$ cat src/rtl/rv32i_defines.sv
// Shared definitions for the rv32i memory arbiter.
package rv32i_defines;

  typedef enum logic [0:0] {
    ARB_CORE = 1'b0,
    ARB_LOCK = 1'b1
  } arb_state_t;

endpackage

$ cat src/rtl/rv32i_mem_arbiter.sv
// Shares the single memory port between the rv32i core and a debug/loader master.
// The debug master preempts the core by dropping core_ena, or holds the port via lock.
module rv32i_mem_arbiter
  import rv32i_defines::*;
#(
  parameter int unsigned STARVE_LIMIT = 4,
  localparam int unsigned CNT_W = $clog2(STARVE_LIMIT + 1)
) (
  input  logic        clk,
  input  logic        rst,
  input  logic        ena_in,
  output logic        core_ena,
  input  logic        core_mem_req,
  input  logic [31:0] core_mem_addr,
  input  logic [31:0] core_mem_wr_data,
  input  logic        core_mem_wr_ena,
  output logic [31:0] core_mem_rd_data,
  input  logic        dbg_req,
  input  logic        dbg_lock,
  input  logic [31:0] dbg_addr,
  input  logic        dbg_wr_ena,
  input  logic [31:0] dbg_wr_data,
  output logic        dbg_gnt,
  output logic [31:0] dbg_rd_data,
  output logic        dbg_rd_valid,
  output logic        dbg_locked,
  output logic [31:0] stall_count,
  output logic [31:0] mem_addr,
  output logic [31:0] mem_wr_data,
  output logic        mem_wr_ena,
  input  logic [31:0] mem_rd_data
);

  arb_state_t       r_state, w_state_nxt;
  logic [CNT_W-1:0] r_wait_cnt, w_wait_nxt;
  logic [31:0]      r_stall_cnt;
  logic [31:0]      r_rd_data;
  logic             r_rd_valid;
  logic             w_gnt;
  logic             w_core_ena;
  logic             w_stall_inc;
  logic             w_dbg_own;

  always_comb begin
    w_state_nxt = r_state;
    w_wait_nxt  = r_wait_cnt;
    w_gnt       = 1'b0;
    w_core_ena  = ena_in;
    w_stall_inc = 1'b0;
    unique case (r_state)
      ARB_CORE: begin
        if (dbg_req) begin
          if (!core_mem_req || !ena_in) begin
            w_gnt      = 1'b1;
            w_wait_nxt = '0;
          end else if (r_wait_cnt < CNT_W'(STARVE_LIMIT)) begin
            w_wait_nxt = r_wait_cnt + 1'b1;
          end else begin
            // Starvation limit reached: freeze the core for one cycle and take the port.
            w_gnt       = 1'b1;
            w_core_ena  = 1'b0;
            w_stall_inc = 1'b1;
            w_wait_nxt  = '0;
          end
        end else begin
          w_wait_nxt = '0;
        end
        if (dbg_lock) w_state_nxt = ARB_LOCK;
      end
      ARB_LOCK: begin
        w_core_ena  = 1'b0;
        w_gnt       = dbg_req;
        w_stall_inc = ena_in;
        if (!dbg_lock) begin
          w_state_nxt = ARB_CORE;
          w_wait_nxt  = '0;
        end
      end
      default: begin
        w_state_nxt = ARB_CORE;
        w_wait_nxt  = '0;
      end
    endcase
  end

  // In lock the debug master owns the port even between requests.
  assign w_dbg_own = w_gnt || (r_state == ARB_LOCK);

  always_comb begin
    core_ena    = 1'b0;
    dbg_gnt     = 1'b0;
    mem_addr    = '0;
    mem_wr_data = '0;
    mem_wr_ena  = 1'b0;
    if (!rst) begin
      core_ena = w_core_ena;
      dbg_gnt  = w_gnt;
      if (w_dbg_own) begin
        mem_addr    = dbg_addr;
        mem_wr_data = dbg_wr_data;
        mem_wr_ena  = w_gnt & dbg_wr_ena;
      end else begin
        mem_addr    = core_mem_addr;
        mem_wr_data = core_mem_wr_data;
        mem_wr_ena  = core_mem_wr_ena;
      end
    end
  end

  always_ff @(posedge clk) begin
    if (rst) begin
      r_state     <= ARB_CORE;
      r_wait_cnt  <= '0;
      r_stall_cnt <= '0;
      r_rd_data   <= '0;
      r_rd_valid  <= 1'b0;
    end else begin
      r_state    <= w_state_nxt;
      r_wait_cnt <= w_wait_nxt;
      if (w_stall_inc && (r_stall_cnt != 32'hFFFF_FFFF)) r_stall_cnt <= r_stall_cnt + 32'd1;
      r_rd_valid <= w_gnt & ~dbg_wr_ena;
      if (w_gnt && !dbg_wr_ena) r_rd_data <= mem_rd_data;
    end
  end

  assign core_mem_rd_data = mem_rd_data;
  assign dbg_rd_data      = r_rd_data;
  assign dbg_rd_valid     = r_rd_valid;
  assign dbg_locked       = (r_state == ARB_LOCK);
  assign stall_count      = r_stall_cnt;

endmodule
$ cat config.mk
export PLATFORM = sky130hd
export DESIGN_NAME = rv32i_mem_arbiter
export DESIGN_NICKNAME = d
export VERILOG_FILES = /design/src/rtl/rv32i_defines.sv /design/src/rtl/rv32i_mem_arbiter.sv
export SDC_FILE = /design/constraint.sdc
export NUM_CORES = 1
export LEC_CHECK = 0
export ABC_AREA = 1
export CAP_MARGIN = 10
export CORE_AREA = 10 10 147 149
export DETAILED_ROUTE_END_ITERATION = 10
export DIE_AREA = 0 0 157 159
export PLACE_DENSITY_LB_ADDON = 0.1
export RECOVER_POWER = 25
export SLEW_MARGIN = 20
export SYNTH_ARGS = -nofsm -noshare
export SYNTH_HDL_FRONTEND = slang
export SYNTH_SLANG_ARGS = --single-unit
$ cat constraint.sdc
create_clock -name clk -period 2.2 [get_ports clk]
set_clock_uncertainty 0.2 [all_clocks]
set_input_delay 0.55 -clock clk [delete_from_list [all_inputs] [get_ports clk]]
set_output_delay 0.55 -clock clk [all_outputs]
set_load 0.02 [all_outputs]
==> run metrics, run 1 <==
layout cells sized above 1=roughly 30%; Fin. Hold Viols=0; final worst slack=-0.331 ns; GRT Overall Usage=between 10% and 20%; clock tree sinks=roughly 70; mux contribution to synthesized area=0%; largest stage delay on the critical path=~0.33 ns; CTS Root Cell=clkbuf_16; worst path arrival time=about 1.8 ns; Syn Inst Count=about 750; 1st-iter DRT viols=279; CTS tree=yes; top cell type's share of synthesized area=between 30% and 40%; number of antenna violations at the first check in global routing=6; top cells by area, synth=dfxtp_1 (30%), nor2_1 (17%), nand2_1 (10%); Core Util, Final=between 50% and 60%; post-synthesis xor/xnor area fraction=less than 1%; leading area contributor after synthesis=dfxtp_1; top-count cell post-synth=nor2_1; Placeable Area=18600 sq um; Comb pwr share=33.9%; Clock power frac=between 30% and 40%; Chip Width=157 microns; Synthesized Nets=between 900 and 1000; CP Capture Type=output pin; main combinational cell family by area after synthesis=simple AND/OR/NAND/NOR gates; # DRC=0; Via density=4.59; total of max-cap violations=0; Synth Cell Area=approximately 4600 sq um; Synth Area in Compound Gates=15.0%; worst path bufs/invs=3; Final Net Count=approximately 1300; setup TNS=-19.02 ns; Critical Path RT=around 1.5 ns; leakage=3.73 nW; post-DP HPWL=~19000 microns; hold crit path type=flop to flop; Seq pwr share=between 20% and 30%; PwrDens=roughly 490 nW/um^2; Final period util=115%; VDD IR-drop max=between 0.2 and 0.3 mV; Cell Count, Final, Fillers Out=between 1000 and 1500; I/O pin cnt=333; Setup CP Type=flop to output pin; dpl cell area=8630 sq um; cells along the critical path=o31ai_4 > nand2_4 > buf_12 > clkbuf_16 > o21ai_2 > nor2_2 > buf_4; CP Launch Type=flop; # rows=50; starting density of the core=around 25%; vias in the first global route=between 5000 and 6000; clock latency at the later pin of the worst-skew pair=about 0.33 ns; DIE HEIGHT=roughly 160 microns; top post-synthesis cells by count=nor2_1 (207), nand2_1 (127), dfxtp_1 (69), nand3_1 (69), a21oi_1 (66); placed cells=1314; Routed WL=24200 microns; first-pass GRT wire length=35600 microns; failing checks=setup timing; Post-synth ARST share=0%; Seq cells post-synth=69; Main synth FF type=dfxtp_1; Pre-antenna DRT Iters=5; FMAX=about 0.40 GHz; IO buf count=approximately 330; wire length per cell=around 18 microns; Syn-to-layout area delta=108%; via count=~6000; hold_buf cts=0; Reg clk slew, reported paths=around 0.06 ns; CTS buffer count=9; crit path max-delay cell type=dfxtp_2; RSZ-0062 raised after global routing=true; largest net degree at the start of global routing=34; gpl congestion=between 0.9 and 1; Synth cell types=31; setup violators final=65; post-route cell area=around 9500 sq um; max-slew violation total from the final report=0; H-tree lvl count=3; Post-Synth Simple-Gate Area=between 40% and 50%; clk buf depth=2; min Tclk post-route=approximately 2.5 ns; status=finished with violations; fraction of power spent switching nets=between 20% and 30%; Rel. slew slack=a little over 70%; Worst-Margin Slew=roughly 0.43 ns; Synthesis Warnings=0; critical-path maximum fanout=10; syn_area_per_cell=just over 6 sq um; register area share after synthesis=a little under a third; Die ar.=~25000 sq um; Adder-Cell Fraction of Synth Area=less than 1%; antenna-violating nets left=0; gr ovfl total=0; Net Sw Power=roughly 1.4 mW; delay-heaviest family, CP=buffers and inverters; Post-synth EDFFs=0; P_int=3.26 mW
final timing paths:
check / depth (start not counted) / start / endpoint / slack (ns)
worst max-delay path: 7 / r_wait_cnt[2] / mem_addr[23] / -0.33
worst min-delay path: 2 / dbg_rd_data[5] / dbg_rd_data[5] / 0.26
worst max register to register: 8 / r_wait_cnt[2] / dbg_rd_data[4] / 0.12
worst min register to register: 2 / dbg_rd_data[5] / dbg_rd_data[5] / 0.26
timing repair:
action	CTS	global route
pin swaps	15	10
buffers inserted	2	6
cloned	3	2
resized for setup	468	65
setup endpoints to repair	151	82
logic make-up after synthesis:
| group | after synthesis |
|---|---|
| fa+ha+maj | 2 |
| flops | 69 |
| xor+xnor | 2 |
| simple gates | 437 |
| buf+inv | 109 |
| compound gates | 133 |
sequential cells by signal, indices dropped and copies added (netlist names):
name,count
stall_count,32
dbg_rd_valid,1
dbg_locked,1
r_wait_cnt,3
dbg_rd_data,32
per-stage QoR:
stage	hold slack, ns	power (mW)	worst slack, ns
after floorplan	0.247	1.96	-0.0410
after global placement	0.247	2.75	-1.17
after detailed placement	0.252	2.75	-1.18
after CTS	0.262	4.60	-0.348
after global routing	0.277	4.80	-0.394
final	0.259	4.61	-0.331
routing by layer:
| layer | up-vias | part of all wire [%] | global-route usage, % |
|---|---|---|---|
| met5 | - | 0.26 | 0 |
| met4 | 8 | 2.1 | 5.58 |
| met3 | 33 | 11 | 8.12 |
| met2 | 254 | 48 | 29.9 |
| met1 | 2765 | 39 | 20.0 |
| li1 | 3111 | - | - |
power groups by stage:
| stage | Combinational [mW] | Clock, mW | Sequential [mW] |
|---|---|---|---|
| 2_1_floorplan | 0.598 | 0 | 1.36 |
| 3_3_place_gp | 1.42 | 0 | 1.33 |
| 3_5_place_dp | 1.42 | 0 | 1.33 |
| 4_1_cts | 1.51 | 1.79 | 1.30 |
| 5_1_grt | 1.66 | 1.84 | 1.30 |
| 6_report | 1.56 | 1.75 | 1.30 |
cell type report:
| type | instances | area (sq um) |
|---|---|---|
| Clock buffer | 11 | 253 |
| Tap cell | 234 | 293 |
| Antenna cell | 4 | 10.0 |
| Clock inverter | 5 | 106 |
| Multi-Input combinational cell | 574 | 3270 |
| Inverter | 32 | 128 |
| Fill cell | 1846 | 9090 |
| Sequential cell | 69 | 1380 |
| Timing Repair Buffer | 414 | 4050 |
layout by cell type, fill, tap and decap left out, types with 2 or more instances in the layout:
cell type and count:
clkdlybuf4s50_1 216, nor2_1 140, nand2_1 125, buf_4 85
nand3_1 69, dfxtp_1 67, a21oi_1 65, nor2_2 63
buf_6 45, o21ai_2 36, dlygate4sd2_1 32, o21ai_4 28
inv_1 24, nor2_4 12, clkbuf_16 11, clkbuf_1 10
buf_12 10, nand4_1 7, inv_2 6, nand2_2 6
nor3_1 5, diode_2 4, bufinv_16 3, buf_16 3
clkdlybuf4s15_1 3, nand2_4 2, nand3_4 2, xor2_1 2
ha_1 2, clkbuf_8 2, dfxtp_2 2, clkbuf_2 2
buf_2 2, clkbuf_4 2
worst reg2reg max path, stage by stage (launching register included):
cell and delay, ns:
dfxtp_2 0.33, o31ai_4 0.30, buf_4 0.17, inv_2 0.03, clkbuf_4 0.28, nand2_1 0.15, clkbuf_2 0.34, nand2_1 0.09
a21oi_1 0.13
No activity file was read; power rests on OpenSTA's default activity.
==> run 2: changes to the inputs <==
CTS_CLUSTER_DIAMETER = 30   (was not set)
GPL_TIMING_DRIVEN = 1   (was not set)
==> results of run 2 <==
Final layout, timing and power as in run 1 (identical DEF).
